### config.mk
export PLATFORM = sky130hd
export DESIGN_NAME = sw_score_scanner
export DESIGN_NICKNAME = d
export VERILOG_FILES = /design/src/rtl/sw_pkg.sv /design/src/rtl/sw_rd_tag_pipe.sv /design/src/rtl/sw_score_scanner.sv
export SDC_FILE = /design/constraint.sdc
export NUM_CORES = 1
export LEC_CHECK = 0
export BUFFER_PORTS_ARGS = -buffer_cell sky130_fd_sc_hd__buf_2
export CORE_UTILIZATION = 30
export CTS_BUF_LIST = sky130_fd_sc_hd__clkbuf_8
export DETAILED_ROUTE_END_ITERATION = 7
export PLACE_DENSITY_LB_ADDON = 0.08
export SLEW_MARGIN = 0
export SYNTH_ARGS = -nofsm -noshare
export SYNTH_HDL_FRONTEND = slang
export SYNTH_SLANG_ARGS = --single-unit
### constraint.sdc
create_clock -name clk -period 6.9 [get_ports clk]
set_clock_uncertainty 0.15 [all_clocks]
set_input_delay 0.345 -clock clk [delete_from_list [all_inputs] [get_ports clk]]
set_output_delay 0.345 -clock clk [all_outputs]
set_load 0.03 [all_outputs]
### src/rtl/sw_pkg.sv
// Shared constants and types for the Smith-Waterman accelerator blocks.
package sw_pkg;
  localparam int READ_MAX_D = 128;
  localparam int REF_MAX_D  = 128;
  localparam int SCORE_W_D  = 10;

  localparam int MATCH    = 2;
  localparam int MISMATCH = -1;
  localparam int GAP      = -1;

  localparam logic OP_READ  = 1'b0;
  localparam logic OP_WRITE = 1'b1;

  typedef enum logic [1:0] {
    S_IDLE  = 2'd0,
    S_SCAN  = 2'd1,
    S_DRAIN = 2'd2,
    S_DONE  = 2'd3
  } scan_state_e;
endpackage

### src/rtl/sw_rd_tag_pipe.sv
// DEPTH-stage {valid, i, j} delay line that keeps matrix coordinates aligned
// with read data returning DEPTH cycles after the address.
module sw_rd_tag_pipe #(
  parameter int DEPTH = 1,
  parameter int IW    = 8,
  parameter int JW    = 8
) (
  input  logic          clk,
  input  logic          rst,
  input  logic          i_valid,
  input  logic [IW-1:0] i_i,
  input  logic [JW-1:0] i_j,
  output logic          o_valid,
  output logic [IW-1:0] o_i,
  output logic [JW-1:0] o_j
);
  logic [DEPTH-1:0]         r_vld;
  logic [DEPTH-1:0][IW-1:0] r_i;
  logic [DEPTH-1:0][JW-1:0] r_j;

  always_ff @(posedge clk or posedge rst) begin
    if (rst) begin
      r_vld <= '0;
      r_i   <= '0;
      r_j   <= '0;
    end else begin
      r_vld[0] <= i_valid;
      r_i[0]   <= i_i;
      r_j[0]   <= i_j;
      for (int k = 1; k < DEPTH; k++) begin
        r_vld[k] <= r_vld[k-1];
        r_i[k]   <= r_i[k-1];
        r_j[k]   <= r_j[k-1];
      end
    end
  end

  assign o_valid = r_vld[DEPTH-1];
  assign o_i     = r_i[DEPTH-1];
  assign o_j     = r_j[DEPTH-1];
endmodule

### src/rtl/sw_score_scanner.sv
// Sweeps the filled SW score matrix row-major and reports the maximum cell
// score with its 0-based position on a valid/ready result port.
module sw_score_scanner
  import sw_pkg::*;
#(
  parameter int READ_MAX = READ_MAX_D,
  parameter int REF_MAX  = REF_MAX_D,
  parameter int SCORE_W  = SCORE_W_D,
  parameter int RD_LAT   = 1
) (
  input  logic                               clk,
  input  logic                               rst,
  input  logic                               i_valid,
  output logic                               o_ready,
  input  logic [$clog2(READ_MAX):0]          i_read_len,
  input  logic [$clog2(REF_MAX):0]           i_ref_len,
  output logic [$clog2(READ_MAX):0]          o_mem_i,
  output logic [$clog2(REF_MAX):0]           o_mem_j,
  output logic                               o_mem_op,
  output logic [SCORE_W-1:0]                 o_mem_score,
  input  logic [SCORE_W-1:0]                 i_mem_score,
  output logic                               o_valid,
  input  logic                               i_ready,
  output logic [SCORE_W-1:0]                 o_alignment_score,
  output logic [$clog2(READ_MAX)-1:0]        o_row,
  output logic [$clog2(REF_MAX)-1:0]         o_column
);
  localparam int RW  = $clog2(READ_MAX) + 1;
  localparam int CW  = $clog2(REF_MAX) + 1;
  localparam int RIW = $clog2(READ_MAX);
  localparam int CIW = $clog2(REF_MAX);
  localparam logic [RW-1:0] RMAX = RW'(READ_MAX);
  localparam logic [CW-1:0] CMAX = CW'(REF_MAX);

  scan_state_e               r_state;
  logic [RW-1:0]             r_ilen, r_mem_i;
  logic [CW-1:0]             r_jlen, r_mem_j;
  logic [2:0]                r_drain;
  logic signed [SCORE_W-1:0] r_max;
  logic [RIW-1:0]            r_row;
  logic [CIW-1:0]            r_col;

  logic          w_acc, w_tag_v, w_last_col, w_last, w_upd;
  logic [RW-1:0] w_rlen, w_tag_i, w_row;
  logic [CW-1:0] w_clen, w_tag_j, w_col;

  assign o_ready    = (r_state == S_IDLE);
  assign o_valid    = (r_state == S_DONE);
  assign w_acc      = i_valid && o_ready;
  assign w_rlen     = (i_read_len > RMAX) ? RMAX : i_read_len;
  assign w_clen     = (i_ref_len  > CMAX) ? CMAX : i_ref_len;
  assign w_last_col = (r_mem_j == r_jlen);
  assign w_last     = w_last_col && (r_mem_i == r_ilen);
  // Strictly greater keeps the first maximum in row-major order on ties.
  assign w_upd      = w_tag_v && ($signed(i_mem_score) > r_max);
  assign w_row      = w_tag_i - RW'(1);
  assign w_col      = w_tag_j - CW'(1);

  always_ff @(posedge clk or posedge rst) begin
    if (rst) begin
      r_state <= S_IDLE;
      r_ilen  <= '0;
      r_jlen  <= '0;
      r_mem_i <= '0;
      r_mem_j <= '0;
      r_drain <= '0;
    end else begin
      case (r_state)
        S_IDLE: if (w_acc) begin
          r_ilen <= w_rlen;
          r_jlen <= w_clen;
          // Zero-length jobs leave the address bus untouched.
          if (w_rlen == '0 || w_clen == '0) begin
            r_state <= S_DONE;
          end else begin
            r_mem_i <= RW'(1);
            r_mem_j <= CW'(1);
            r_state <= S_SCAN;
          end
        end
        S_SCAN: begin
          if (w_last) begin
            r_state <= S_DRAIN;
            r_drain <= '0;
          end else if (w_last_col) begin
            r_mem_i <= r_mem_i + RW'(1);
            r_mem_j <= CW'(1);
          end else begin
            r_mem_j <= r_mem_j + CW'(1);
          end
        end
        S_DRAIN: begin
          if (r_drain == 3'(RD_LAT - 1)) r_state <= S_DONE;
          else                           r_drain <= r_drain + 3'd1;
        end
        S_DONE:  if (i_ready) r_state <= S_IDLE;
        default: r_state <= S_IDLE;
      endcase
    end
  end

  always_ff @(posedge clk or posedge rst) begin
    if (rst) begin
      r_max <= '0;
      r_row <= '0;
      r_col <= '0;
    end else if (w_acc) begin
      r_max <= '0;
      r_row <= '0;
      r_col <= '0;
    end else if (w_upd) begin
      r_max <= $signed(i_mem_score);
      r_row <= w_row[RIW-1:0];
      r_col <= w_col[CIW-1:0];
    end
  end

  sw_rd_tag_pipe #(.DEPTH(RD_LAT), .IW(RW), .JW(CW)) u_tag (
    .clk     (clk),
    .rst     (rst),
    .i_valid (r_state == S_SCAN),
    .i_i     (r_mem_i),
    .i_j     (r_mem_j),
    .o_valid (w_tag_v),
    .o_i     (w_tag_i),
    .o_j     (w_tag_j)
  );

  assign o_mem_i           = r_mem_i;
  assign o_mem_j           = r_mem_j;
  assign o_mem_op          = OP_READ;
  assign o_mem_score       = '0;
  assign o_alignment_score = r_max;
  assign o_row             = r_row;
  assign o_column          = r_col;
endmodule

After elaboration in Yosys (flattened, before gate mapping) --
Index checks and enable logic that the tools add are counted.
Storage, ports and cells: RAM bits 0, bits in latches 0, input port bits 30, flip-flop bits (word level) 76, memories 0, output and inout bits 53, ROM bits 0
Operators by class: shift-type cells 0, multipliers 0, bitwise operators 0, add/subtract/negate cells 5, reduce and logical (&&, ||, !) cells 16, multiplexer cells 25, order comparisons 3, eq/ne operators 13, divide/modulo/power cells 0
Operators by type and width (count):
- $mux 8 | 8
- $pmux 8 s2 | 2
- $mux 7 | 4
- $mux 10 | 2
- $add 8x1->8 const B | 2
- $eq 8x8->1 | 2
- $gt 8x8->1 const B | 2
- $logic_not 8->1 | 2
- $sub 7x1->7 const B | 2
- $ne 2x2->1 const B | 6
- $gt 10x10->1 | 1
- $mux 2 | 5
- $pmux 2 s4 | 1
- $reduce_and 4->1 | 2
- $mux 3 | 2
- $pmux 3 s2 | 1
- $reduce_bool 2->1 | 3
- $reduce_and 5->1 | 1
- $eq 2x2->1 const B | 2
- $ne 2x1->1 const B | 2
- $add 3x1->3 const B | 1
- $logic_and 1x1->1 | 3
- $logic_not 3->1 | 1
- $reduce_and 3->1 | 1
- other kinds (4) | 4

Logic depth before layout (Yosys ltp) --
depth in word-level cells 7, depth in mapped cells 9

Hierarchy --
Synthesis repeated with hierarchy kept, for this count alone.
Second synthesis, totals: cells, all modules 423, area total of the unflattened synthesis 4086.4 µm²
By module, submodules not included:
- sw_score_scanner | cells each 405, instances 1, area an instance 3657.3 µm²
- sw_rd_tag_pipe | cells each 18, instances 1, area an instance 429.2 µm²

Least setup slack after synthesis --
No wires, ideal clock.
path type register -> register, start register r_max[5] (netlist: o_alignment_score[5]), end register r_max[9] (netlist: o_alignment_score[9]), cell stages (with the launch flop) 10, data arrival time 2164 ps, setup time 132 ps, path slack 4454 ps, cells stage by stage dfrtp_1 > inv_1 > ha_1 > nand4_1 > o21bai_1 > a31o_2 > a31oi_2 > buf_2 > mux2i_1 > nor2_1
On the way: longest elaborated chain between the ends 3
RTL lines:
- start: declaration | line sw_score_scanner.sv:39 | logic signed [SCORE_W-1:0] r_max;
- start signal: assignment | line sw_score_scanner.sv:112 | r_max <= $signed(i_mem_score);
- $gt 10x10->1 | line sw_score_scanner.sv:55 | assign w_upd = w_tag_v && ($signed(i_mem_score) > r_max);
- $logic_and 1x1->1 | line sw_score_scanner.sv:55
- $reduce_bool 2->1 (no line)
No other way between the ends. A chain may end at the register's enable or synchronous reset.

Worst setup path in the final report --
start register r_state[0], end register r_mem_j[5] (netlist: o_mem_j[5])
On the way: longest elaborated chain between the ends 4, elaborated cells on any way between the ends 9
RTL lines:
- start: declaration | line sw_score_scanner.sv:35 | scan_state_e r_state;
- start signal: assignment | line sw_score_scanner.sv:61 | r_state <= S_IDLE;
- start signal: assignment | line sw_score_scanner.sv:74 | r_state <= S_DONE;
- start signal: assignment | line sw_score_scanner.sv:78 | r_state <= S_SCAN;
- $logic_not 2->1 | line sw_score_scanner.sv:47, sw_score_scanner.sv:68
- $logic_and 1x1->1 | line sw_score_scanner.sv:49 | assign w_acc = i_valid && o_ready;
- $ne 2x1->1 (no line)
- $reduce_and 4->1 (no line)
- end signal: assignment | line sw_score_scanner.sv:89 | r_mem_j <= r_mem_j + CW'(1);
- end: declaration | line sw_score_scanner.sv:37 | logic [CW-1:0] r_jlen, r_mem_j;
Several ways; a longest one is shown, not always the timed one.

==> impl_metrics.env <==
export IMPL_outcome="completed"
export IMPL_antenna_found_initial=0
export IMPL_crit_chain="inv_1, ha_1, nand2_1, o21ai_0, nand3_1, a21o_1, or4_1, a21oi_1"
export IMPL_cts_buffers=9
export IMPL_synthToLayoutAreaGrowth_pct=16.99
export IMPL_multi_input_area_um2=1888
export IMPL_synth_edf_count=0
export IMPL_wirelength_mm=8.935
export IMPL_clkLatencyLatePin_ns=0.37
export IMPL_setup_tns_final_ns=0
export IMPL_cts_tree="yes"
export IMPL_dp_hpwl_mm=6.418
export IMPL_firstDrtPassIters=4
export IMPL_grt_pass1_wl_mm=15.17
export IMPL_place_congestion=0.7152
export IMPL_cts_sinks=76
export IMPL_synth_seq_area_share_pct=47.65
export IMPL_post_cts_buffers=0
export IMPL_ys_seq_elements=76
export IMPL_tightest_slew_ns=1.127
export IMPL_path_class="reg2reg"
export IMPL_ys_warn_count=0
export IMPL_r2r_cells=8
export IMPL_seqCellArea_um2=1902
export IMPL_ant_nets=0
export IMPL_syn_inst=408
export IMPL_crit_slowest_cell="nand2_1"
export IMPL_hold_path_class="in2reg"
export IMPL_grt_start_max_net_pins=77
export IMPL_grt_use_total_pct=14.02
export IMPL_n_fill_cell=1353
export IMPL_synth_main_ff_cell="dfrtp_1"
export IMPL_grt_pass1_vias=2936
export IMPL_setup_viol=0
export IMPL_std_cell_rows=41
export IMPL_hold_buffers=0
export IMPL_rsz0062_at_grt="no"
export IMPL_num_antenna_cells=0
export IMPL_p_comb_share_pct=46.5
export IMPL_drt_iter0_markers=176
export IMPL_final_cell_mix="dfrtp_1 (76), buf_2 (71), nand2_1 (37), nor2_1 (37), o21ai_0 (34)"
export IMPL_cap_violations=0
export IMPL_cp_arrival_ns=3.42
export IMPL_hold_depth=3
export IMPL_pre_cts_ws_ns=3.611
export IMPL_cts_resized=0
export IMPL_final_max_slew_violation_count=0
export IMPL_post_route_min_period_ns=3.283
export IMPL_cts_htree_levels=3
export IMPL_power_per_cell_area_nw_per_um2=436.3
export IMPL_fin_nets=526
export IMPL_seq_power_share_pct=36.4
export IMPL_num_vias=3037
export IMPL_start_kind="flop"
export IMPL_die_height_um=117.3
export IMPL_drive_gt1_share_pct=20.58
export IMPL_ir_worst_vdd_mv=0.1689
export IMPL_syn_area_um2=3991
export IMPL_crit_fanout=31
export IMPL_max_stage_delay_ns=0.57
export IMPL_die_area_um2=13770
export IMPL_intPower_mw=1.108
export IMPL_end_kind="flop"
export IMPL_p_sw_share_pct=45.60
export IMPL_syn_area_per_cell_um2=9.783
export IMPL_wire_per_inst_um=13.68
export IMPL_clk_pin_slew_ns=0.09
export IMPL_max_freq_mhz=304.6
export IMPL_fin_ws_ns=3.617
export IMPL_slew_headroom_pct=24.89
export IMPL_die_x_um=117.3
export IMPL_cts_buffer_depth=2
export IMPL_hold_viol_final=0
export IMPL_final_common_cell="dfrtp_1"
export IMPL_post_route_period_util_pct=47.57
export IMPL_vias_per_cell=4.651
export IMPL_p_clk_share_pct=17.1
export IMPL_ys_async_sr_fraction_pct=100.0
export IMPL_cts_root_buffer="clkbuf_8"
export IMPL_start_util_pct=31.25
export IMPL_port_buffers=71
export IMPL_p_sw_mw=0.9290
export IMPL_drcViolationCount=0
export IMPL_ys_types=49
export IMPL_p_leak_nw=2.201
export IMPL_cp_required_ns=7.04
export IMPL_num_io_pins=83
export IMPL_core_um2=12770
export IMPL_grt_overflow_total=0
[cell type report]
type	count	share of cell area, %
well taps	172	4.609
flip-flops and latches	76	40.73
clock buffers	9	2.653
inverters	28	2.251
repair buffers	72	7.771
clock inverters	7	1.554
multi-input cells	289	40.43
[cell usage after synthesis (2+ instances only)]
| library cell | number | area share [%] |
|---|---|---|
| o21ai_0 | 34 | 4.3 |
| buf_4 | 12 | 2.3 |
| nand3_1 | 9 | 1.1 |
| nand2b_1 | 21 | 3.3 |
| nand4_1 | 4 | 0.63 |
| nand3b_1 | 4 | 0.75 |
| a21o_1 | 2 | 0.38 |
| or4_1 | 3 | 0.56 |
| xnor2_1 | 15 | 3.3 |
| nor2_1 | 37 | 3.5 |
| a311oi_1 | 2 | 0.44 |
| nor4_1 | 5 | 0.78 |
| o311ai_0 | 3 | 0.66 |
| o22ai_1 | 2 | 0.31 |
| a211oi_1 | 9 | 1.7 |
| o31ai_1 | 2 | 0.38 |
| mux2i_1 | 16 | 4.0 |
| nand2_1 | 37 | 3.5 |
| and3_1 | 5 | 0.78 |
| inv_1 | 28 | 2.6 |
| o221ai_1 | 4 | 0.88 |
| ha_1 | 20 | 6.3 |
| clkbuf_1 | 10 | 0.94 |
| nor3_1 | 4 | 0.50 |
| buf_2 | 3 | 0.38 |
| xor2_1 | 10 | 2.2 |
| nor2b_1 | 2 | 0.31 |
| a21oi_1 | 8 | 1.0 |
| nand4b_1 | 2 | 0.44 |
| dfrtp_1 | 76 | 48 |
[logic make-up (layout without fill, tap and decap cells)]
logic type	after synthesis	after routing	synth area share, %
other cells	1	11	0.09395
compound gates	74	74	11.69
flops	76	76	47.65
mux	17	17	4.295
buf+inv	53	116	6.207
fa+ha+maj	20	20	6.270
xor+xnor	25	25	5.486
simple gates	142	142	18.31
[path summary, 6_finish.rpt]
kind,from,endpoint,slack [ns]
max in group asynchronous,rst,r_drain[1],5.84
setup reg to reg,r_state[0],o_mem_j[5],3.62
hold / removal,i_ref_len[0],r_jlen[0],0.08
setup / recovery,r_state[0],o_mem_j[5],3.62
hold reg to reg,r_jlen[7],r_jlen[7],0.35
min in group asynchronous,rst,o_column[4],0.14
[routing by layer]
metal  global-route usage, %  part of all wire [%]  vias up
met5                       0                     0        -
met4                   4.302                   1.1        0
met3                   4.718                   5.1       13
met2                   21.67                    44       76
met1                   18.41                    50     1422
li1                        -                     -     1526
[sequential cells by signal (all words and copies together) (netlist names), 7 cells and up]
name	flops
o_alignment_score	10
o_mem_i	8
o_mem_j	8
r_ilen	8
r_jlen	8
o_column	7
o_row	7
u_tag.o_i	7
u_tag.o_j	7
[through the flow]
step / util (%) / hold slack (ns) / instances / instance area [um^2] / total power, mW
floorplan: - / 0.3004 / 418 / 4029 / 1.461
CTS: 36.56 / 0.06150 / 653 / 4669 / 2.077
global route: 36.56 / 0.08345 / 653 / 4669 / 2.214
detailed placement: 35.02 / 0.3342 / 637 / 4473 / 1.718
global placement: 35.02 / 0.3304 / 637 / 4473 / 1.707
finish: 36.56 / 0.08241 / 653 / 4669 / 2.037
[worst max-delay path, delay by kind of cell, from the launching register on]
kind	cells	cell delay (ns)
compound gates	3	0.81
fa+ha+maj	1	0.32
buf+inv	1	0.11
flops	1	0.41
simple gates	3	1.40
[power by group through the flow]
stage          sequential, mW  combinational (mW)  clock [mW]
2_1_floorplan           0.878               0.583           0
3_3_place_gp            0.751               0.956           0
3_5_place_dp            0.755               0.963           0
4_1_cts                 0.745               0.964       0.367
5_1_grt                 0.770                1.06       0.386
6_report                0.742               0.948       0.347
Note: power is estimated with default switching activity, not from simulation.
